## src/rtl/write_ddr_pack.sv

```systemverilog
// write_ddr_pack: packs IN_WIDTH-bit words into OUT_WIDTH-bit DDR write beats.
// Words fill lanes 0..7 in order. A beat closes either on the eighth word or
// on s_last, whichever comes first. Unwritten lanes are zero, and their byte
// enables are clear. A single output register provides skid-free
// back-to-back beats: s_rdy depends only on m_rdy and that register's state.
module write_ddr_pack #(
   parameter int IN_WIDTH  = 32,
   parameter int OUT_WIDTH = 256
) (
   input  logic                   clk,
   input  logic                   rst_n,
   input  logic                   s_vld,
   output logic                   s_rdy,
   input  logic [IN_WIDTH-1:0]    s_data,
   input  logic                   s_last,
   output logic                   m_vld,
   input  logic                   m_rdy,
   output logic [OUT_WIDTH-1:0]   m_data,
   output logic [OUT_WIDTH/8-1:0] m_be,
   output logic                   m_last,
   output logic [15:0]            beat_cnt
);

   localparam int LANES = OUT_WIDTH / IN_WIDTH;
   localparam int LW    = $clog2(LANES);
   localparam int BPW   = IN_WIDTH / 8;
   localparam int BEW   = OUT_WIDTH / 8;

   logic [LW-1:0]        lane_q,   lane_d;
   logic [OUT_WIDTH-1:0] pack_q,   pack_d;
   logic [BEW-1:0]       pbe_q,    pbe_d;
   logic                 m_vld_q,  m_vld_d;
   logic [OUT_WIDTH-1:0] m_data_q, m_data_d;
   logic [BEW-1:0]       m_be_q,   m_be_d;
   logic                 m_last_q, m_last_d;
   logic [15:0]          cnt_q,    cnt_d;

   logic                 accept_s;
   logic                 close_s;
   logic                 xfer_s;
   logic [OUT_WIDTH-1:0] pack_merge_s;
   logic [BEW-1:0]       be_merge_s;

   // The output register frees up whenever it is empty or is being drained this cycle.
   assign s_rdy    = ~m_vld_q | m_rdy;
   assign m_vld    = m_vld_q;
   assign m_data   = m_data_q;
   assign m_be     = m_be_q;
   assign m_last   = m_last_q;
   assign beat_cnt = cnt_q;

   // Next-state logic: lane merge, beat close, output register load/drain, beat counter.
   always_comb begin
      accept_s     = s_vld & s_rdy;
      close_s      = accept_s & (s_last | (lane_q == LW'(LANES - 1)));
      xfer_s       = m_vld_q & m_rdy;

      pack_merge_s = pack_q;
      be_merge_s   = pbe_q;
      pack_merge_s[int'(lane_q) * IN_WIDTH +: IN_WIDTH] = s_data;
      be_merge_s[int'(lane_q) * BPW +: BPW]             = {BPW{1'b1}};

      lane_d   = lane_q;
      pack_d   = pack_q;
      pbe_d    = pbe_q;
      m_vld_d  = m_vld_q;
      m_data_d = m_data_q;
      m_be_d   = m_be_q;
      m_last_d = m_last_q;

      if (close_s) begin
         // The closing word travels straight into the output register with the rest of the pack.
         lane_d   = {LW{1'b0}};
         pack_d   = {OUT_WIDTH{1'b0}};
         pbe_d    = {BEW{1'b0}};
         m_vld_d  = 1'b1;
         m_data_d = pack_merge_s;
         m_be_d   = be_merge_s;
         m_last_d = s_last;
      end else if (accept_s) begin
         lane_d = lane_q + LW'(1);
         pack_d = pack_merge_s;
         pbe_d  = be_merge_s;
         if (xfer_s) begin
            m_vld_d = 1'b0;
         end else begin
            m_vld_d = m_vld_q;
         end
      end else if (xfer_s) begin
         m_vld_d = 1'b0;
      end else begin
         m_vld_d = m_vld_q;
      end

      if (xfer_s) begin
         cnt_d = cnt_q + 16'd1;
      end else begin
         cnt_d = cnt_q;
      end
   end

   // State registers; reset discards any partial pack and any unsent beat.
   always_ff @(posedge clk or negedge rst_n) begin
      if (!rst_n) begin
         lane_q   <= {LW{1'b0}};
         pack_q   <= {OUT_WIDTH{1'b0}};
         pbe_q    <= {BEW{1'b0}};
         m_vld_q  <= 1'b0;
         m_data_q <= {OUT_WIDTH{1'b0}};
         m_be_q   <= {BEW{1'b0}};
         m_last_q <= 1'b0;
         cnt_q    <= 16'd0;
      end else begin
         lane_q   <= lane_d;
         pack_q   <= pack_d;
         pbe_q    <= pbe_d;
         m_vld_q  <= m_vld_d;
         m_data_q <= m_data_d;
         m_be_q   <= m_be_d;
         m_last_q <= m_last_d;
         cnt_q    <= cnt_d;
      end
   end

endmodule

```

## config.mk

```make
export PLATFORM = sky130hd
export DESIGN_NAME = write_ddr_pack
export DESIGN_NICKNAME = d
export VERILOG_FILES = /design/src/rtl/write_ddr_pack.sv
export SDC_FILE = /design/constraint.sdc
export NUM_CORES = 1
export LEC_CHECK = 0
export CAP_MARGIN = 20
export CORE_UTILIZATION = 25
export DETAILED_ROUTE_END_ITERATION = 7
export RECOVER_POWER = 100
export SYNTH_ARGS = -nofsm -noshare
export SYNTH_HDL_FRONTEND = slang
export SYNTH_SLANG_ARGS = --single-unit
export TNS_END_PERCENT = 30
```

## constraint.sdc

```tcl
create_clock -name clk -period 2.9 [get_ports clk]
set_input_delay 0.58 -clock clk [delete_from_list [all_inputs] [get_ports clk]]
set_output_delay 0.58 -clock clk [all_outputs]
set_load 0.005 [all_outputs]
```

==> impl_metrics.tcl, run 1 <==
set metrics [dict create \
    p_leak_nw 14.3 \
    die_w_um 310 \
    nNetsFinal 2532 \
    grt_first_pass_wirelength_um 129000 \
    path_clk_slew_ns 0.06 \
    max_cap_viol_count 0 \
    ys_ff_latch 597 \
    synth_mux_area_share_pct 0.0474 \
    area_growth_pct 33.5 \
    fin_area_um2 31700 \
    topRoutingLayerUsed "met4" \
    setup_violations 0 \
    crit_path_top_delay_cell "dfrtp_1" \
    slowest_delay_ns 0.45 \
    cts_resized 0 \
    synth-simple-area-share_pct 10.4 \
    hp-class "register to register" \
    rsz0062_at_grt "no" \
    grtUsageTotal_pct 18.0 \
    vias 19200 \
    min_from "beat_cnt[15]" \
    tightest_slew_ns 1.46 \
    insertion_delay_ns 0.62 \
    initial_core_util_pct 25.3 \
    netlist_area_um2 23800 \
    overflow 0 \
    coreArea_um2 93700 \
    synth.top_cell.area_share_pct 62.9 \
    hold_viol_final 0 \
    cts_max_level 3 \
    period_share_pct 96.8 \
    p_per_area_nw_per_um2 733 \
    required_ns 3.39 \
    worstPathArrival_ns 3.30 \
    fin_skew_ns 0.0211 \
    period_needed_ns 2.81 \
    num_rows 112 \
    placed_cell_area_um2 29800 \
    ios 344 \
    dieArea_um2 96300 \
    wl_met1_um 38800 \
    power_mw 23.2 \
    cp-start-kind "register" \
    grt_pass1_vias 18800 \
    cts_buffers 69 \
    synth_fa_ha_area_share_pct 0.421 \
    synth_ff_type "dfrtp_1" \
    syn_inst 2132 \
    root_buffer "clkbuf_16" \
    path_cells "inv_1, ha_1, ha_1, buf_4, nand3b_1, buf_4, a21o_2, buf_8, a22o_1" \
    grt_max_degree 75 \
    drtAntennaViolNets 0 \
    drc 0 \
    ys_seq_area_share_pct 62.9 \
    crit_buf_inv 4 \
    syn_nets 2177 \
    drt-pass1-iter-count 6 \
    routed_wl_um 87600 \
    synthXorXnorAreaFrac_pct 0.553 \
    wl_met3_um 5610 \
    drive_above_1_share_pct 11.1 \
    ys_types 38 \
    slew_headroom_pct 2.62 \
    synth_edf_count 0 \
    cts_tree "built" \
    met2_length_um 41000 \
    ctsHoldBuffers 1 \
    netlist_top_cells_count "597 x dfrtp_1, 485 x nor2_1, 257 x a22o_1, 192 x a221oi_1, 166 x clkbuf_1" \
    peakVddDrop_v 0.000364 \
    antenna_found_initial 0 \
    synth_top_family_by_area "compound AO/OA/AOI/OAI gates" \
    cp-startpoint "lane_q[0]" \
    port_buffers 343 \
    status "completed" \
    final_core_util_pct 33.8 \
    crit_fanout 23 \
    avgRoutedWirePerCell_um 23.1 \
    yosysWarnings 0 \
    r2r-start "lane_q[0]" \
    crit_family "buffers and inverters" \
    syn_avg_cell_area_um2 11.1 \
    cts.path.max_buffers 3 \
    synth_area_leader_cell "dfrtp_1" \
    synthArstFlopShare_pct 100 \
    fmax_ghz 0.356 \
    gp_congestion 0.783 \
    synth_compound_area_share_pct 21.6 \
    slew_violations 0 \
    synth_most_common_cell "dfrtp_1" \
    clock_sinks 597 \
    drt-initial-drc-count 1751 \
    critPathKind "register to register" \
    viasPerCell 5.05 \
    synth.area.top_cells "dfrtp_1 63%, a22o_1 9.5%, nor2_1 7.7%, a221oi_1 7.1%, a21oi_1 2.8%" \
    dp_hpwl_um 59200 \
    die_y_um 310 \
    cts_setup_buffers 0 \
    cp-end-kind "register" \
]
==> path summary, 6_finish.rpt <==
check	slack, ns	to	depth (start not counted)
setup / recovery	0.09	pack_q[243]	9
hold / removal	0.48	beat_cnt[15]	1
setup reg to reg	0.09	pack_q[243]	9
hold reg to reg	0.48	beat_cnt[15]	1
max in group asynchronous	0.40	pack_q[208]	3
min in group asynchronous	0.58	pbe_q[25]	2
==> logic make-up after synthesis <==
family / after synthesis
AOI/OAI and AO/OA: 651
xor gates and xnor gates: 15
adders and majority gates: 8
buffers and inverters: 243
DFF: 597
muxes: 1
and+or+nand+nor: 617
==> layer usage <==
| layer | track usage, % | vias up |
|---|---|---|
| li1 | - | 8391 |
| met1 | 25.0 | 9938 |
| met2 | 28.3 | 724 |
| met3 | 3.38 | 119 |
| met4 | 5.83 | 0 |
| met5 | 0 | - |
==> per-stage QoR <==
stage	hold WS (ns)	std cells	setup WS [ns]	TNS [ns]
floorplan	0.284	2132	0.488	0
global placement	0.462	3669	-0.0562	-0.931
detailed placement	0.473	3669	-0.0828	-1.33
CTS	0.484	3793	0.0938	0
global route	0.499	3793	0.0152	0
finish	0.479	3795	0.0925	0
==> final cells by class <==
class	count	area, um^2
fill	9321	62000
timing repair buffer	523	4940
clock buffer	104	2120
tap	1254	1570
sequential	597	14900
antenna	2	5.00
inverter	4	15.0
clock inverter	19	190
multi-input combinational	1292	7940
==> cell usage in the layout, fill, tap and decap left out, types with 9 or more instances in the layout <==
cell type / n
a21oi_1: 134
a221oi_1: 192
a22o_1: 257
buf_12: 24
buf_4: 85
clkbuf_1: 46
clkbuf_16: 73
clkbuf_2: 20
clkbuf_8: 19
clkdlybuf4s50_1: 36
clkinv_2: 10
dfrtp_1: 597
dlygate4sd3_1: 307
nand2_1: 80
nand3_1: 13
nor2_1: 481
o21a_1: 32
o22a_1: 24
xnor2_1: 9
==> power breakdown <==
| group | switching, mW | total (mW) | internal, mW |
|---|---|---|---|
| clock | 3.56 | 8.89 | 5.33 |
| combinational | 2.23 | 4.24 | 2.01 |
| sequential | 0.770 | 10.1 | 9.34 |
| total | 6.56 | 23.2 | 16.7 |
==> registers in the layout, indices dropped and copies added (netlist names) <==
signal and count:
beat_cnt 16, m_data 256, m_last 1, pack_q 256, lane_q 3, pbe_q 32
m_vld 1, m_be 32
Power figures use the tool's default switching activity.
==> run 2: changes to the inputs <==
==> constraint.sdc (replaced) <==
create_clock -name clk -period 2.9 [get_ports clk]
set_input_delay 0.58 -clock clk [delete_from_list [all_inputs] [get_ports clk]]
set_output_delay 0.58 -clock clk [all_outputs]
set_load 0.1 [all_outputs]
==> run 2 against run 1 <==
The run now ends with capacitance limit, slew limit left. Non-clock buffer count is 3 lower. Wire length is 0.22% higher. Sequential power hardly changed.
==> impl_metrics.tcl, run 2 (same netlist as run 1, synthesis figures left out) <==
set metrics [dict create \
    crit_fanout 20 \
    period_share_pct 97.3 \
    nNetsFinal 2531 \
    overflow 0 \
    area_growth_pct 26.4 \
    rsz0062_at_grt "no" \
    dp.cells 3663 \
    routed_wl_um 87800 \
    ios 344 \
    max_cap_viol_count 1 \
    initial_core_util_pct 25.3 \
    setup_ws_ns 0.0782 \
    required_ns 3.45 \
    cp-end-kind "register" \
    die_y_um 310 \
    use_met3_pct 4.04 \
    dieArea_um2 96300 \
    final_common_cell "dfrtp_1" \
    peakVddDrop_v 0.000695 \
    coreArea_um2 93700 \
    cts_buffers 71 \
    critPathKind "register to register" \
    n_antenna_cell 0 \
    multi_input_area_um2 7990 \
    grt_pass1_vias 18800 \
    grtUsageMet2_pct 27.7 \
    vias 19100 \
    drt-pass1-iter-count 5 \
    hp-class "register to register" \
    busiest_layer "met2" \
    cts_max_level 3 \
    regArea_um2 14900 \
    dp_hpwl_um 59800 \
    p_leak_nw 13.4 \
    gp_congestion 0.804 \
    p_per_area_nw_per_um2 968 \
    cts_tree "built" \
    hold_depth 1 \
    drive_above_1_share_pct 12.5 \
    num_rows 112 \
    clock_sinks 597 \
    status "finished with violations" \
    insertion_delay_ns 0.64 \
    period_needed_ns 2.82 \
    setup_violations 0 \
    antenna_found_initial 0 \
    fmax_ghz 0.354 \
    r2r_cells 7 \
    fin_skew_ns 0.0346 \
    grtUsageTotal_pct 18.0 \
    tightest_slew_ns 1.51 \
    mostFrequentLayoutCells "597 x dfrtp_1, 480 x nor2_1, 330 x clkbuf_1" \
    slew_headroom_pct -0.837 \
    grt_max_degree 74 \
    fin_cells 3797 \
    violations "capacitance limit, slew limit" \
    worstPathArrival_ns 3.37 \
    die_w_um 310 \
    grt_first_pass_wirelength_um 129000 \
    grtUsageMet1_pct 25.0 \
    viasPerCell 5.04 \
    slew_violations 29 \
    port_buffers 343 \
    root_buffer "clkbuf_16" \
    drc 0 \
    path_clk_slew_ns 0.06 \
    finalSetupTns_ns 0 \
    post-place-ws_ns -0.0715 \
    drtAntennaViolNets 0 \
    avgRoutedWirePerCell_um 23.1 \
    fillers 9755 \
    drt-initial-drc-count 1729 \
    cp-start-kind "register" \
    cts.path.max_buffers 3 \
    hold_viol_final 0 \
]
## run 2: cell count changes in the layout (fill, tap and decap cells not counted), moves of 6 or more
cell and change:
clkbuf_8 -9, clkbuf_1 +284, dlygate4sd3_1 -305, clkinv_2 +6
clkbuf_2 +14
## run 2: final timing paths
check	end	from	slack [ns]
max	pack_q[15]	lane_q[0]	0.08
min	beat_cnt[15]	beat_cnt[15]	0.48
max reg2reg	pack_q[15]	lane_q[0]	0.08
min reg2reg	beat_cnt[15]	beat_cnt[15]	0.48
max in group asynchronous	m_data[12]	rst_n	0.42
min in group asynchronous	beat_cnt[11]	rst_n	0.54
## run 2: report_power, final
part	switching (mW)	internal, mW	leakage (nW)
logic	8.32	1.31	4.45
registers	0.778	9.34	7.73
clock network	3.76	5.58	1.20
total	12.9	16.2	13.4
## run 2: critical path, cell delays in order, from the launching register on
cell      delay [ns]
dfrtp_1         0.49
inv_1           0.14
ha_1            0.44
nand2b_1        0.24
or3_2           0.54
nor3_2          0.28
clkbuf_4        0.38
a22o_1          0.19
## run 2: stage by stage
stage / power, mW / cell area [um^2] / util, % / hold slack (ns)
after CTS: 30.2 / 31500 / 33.6 / 0.481
after floorplan: 17.7 / 23800 / - / 0.284
after global placement: 20.7 / 29000 / 31.0 / 0.460
after detailed placement: 20.7 / 29000 / 31.0 / 0.471
after global routing: 30.2 / 30000 / 32.0 / 0.495
final: 29.1 / 30000 / 32.0 / 0.477
## run 2: area by class of cell
type                    instances  area share, %
flip-flops and latches        597           49.7
inverters                       4         0.0500
clock inverters                39           1.61
clock buffers                  91           6.57
multi-input cells            1292           26.6
well taps                    1254           5.22
repair buffers                520           10.3
## run 2: metal layers
metal	vias up	share of wire (%)	wire length, um
met5	-	0	0
met4	0	2.8	2470
met3	122	7.3	6400
met2	745	46	40200
met1	9866	44	38700
li1	8403	-	-
## run 2: what timing repair did
action / in CTS / in global routing
hold buffers: 1 / 0
endpoints found under the hold margin: 9 / 0
resized for setup: 3 / 3
setup buffers: 0 / 2
endpoints found under the setup margin: 3 / 115
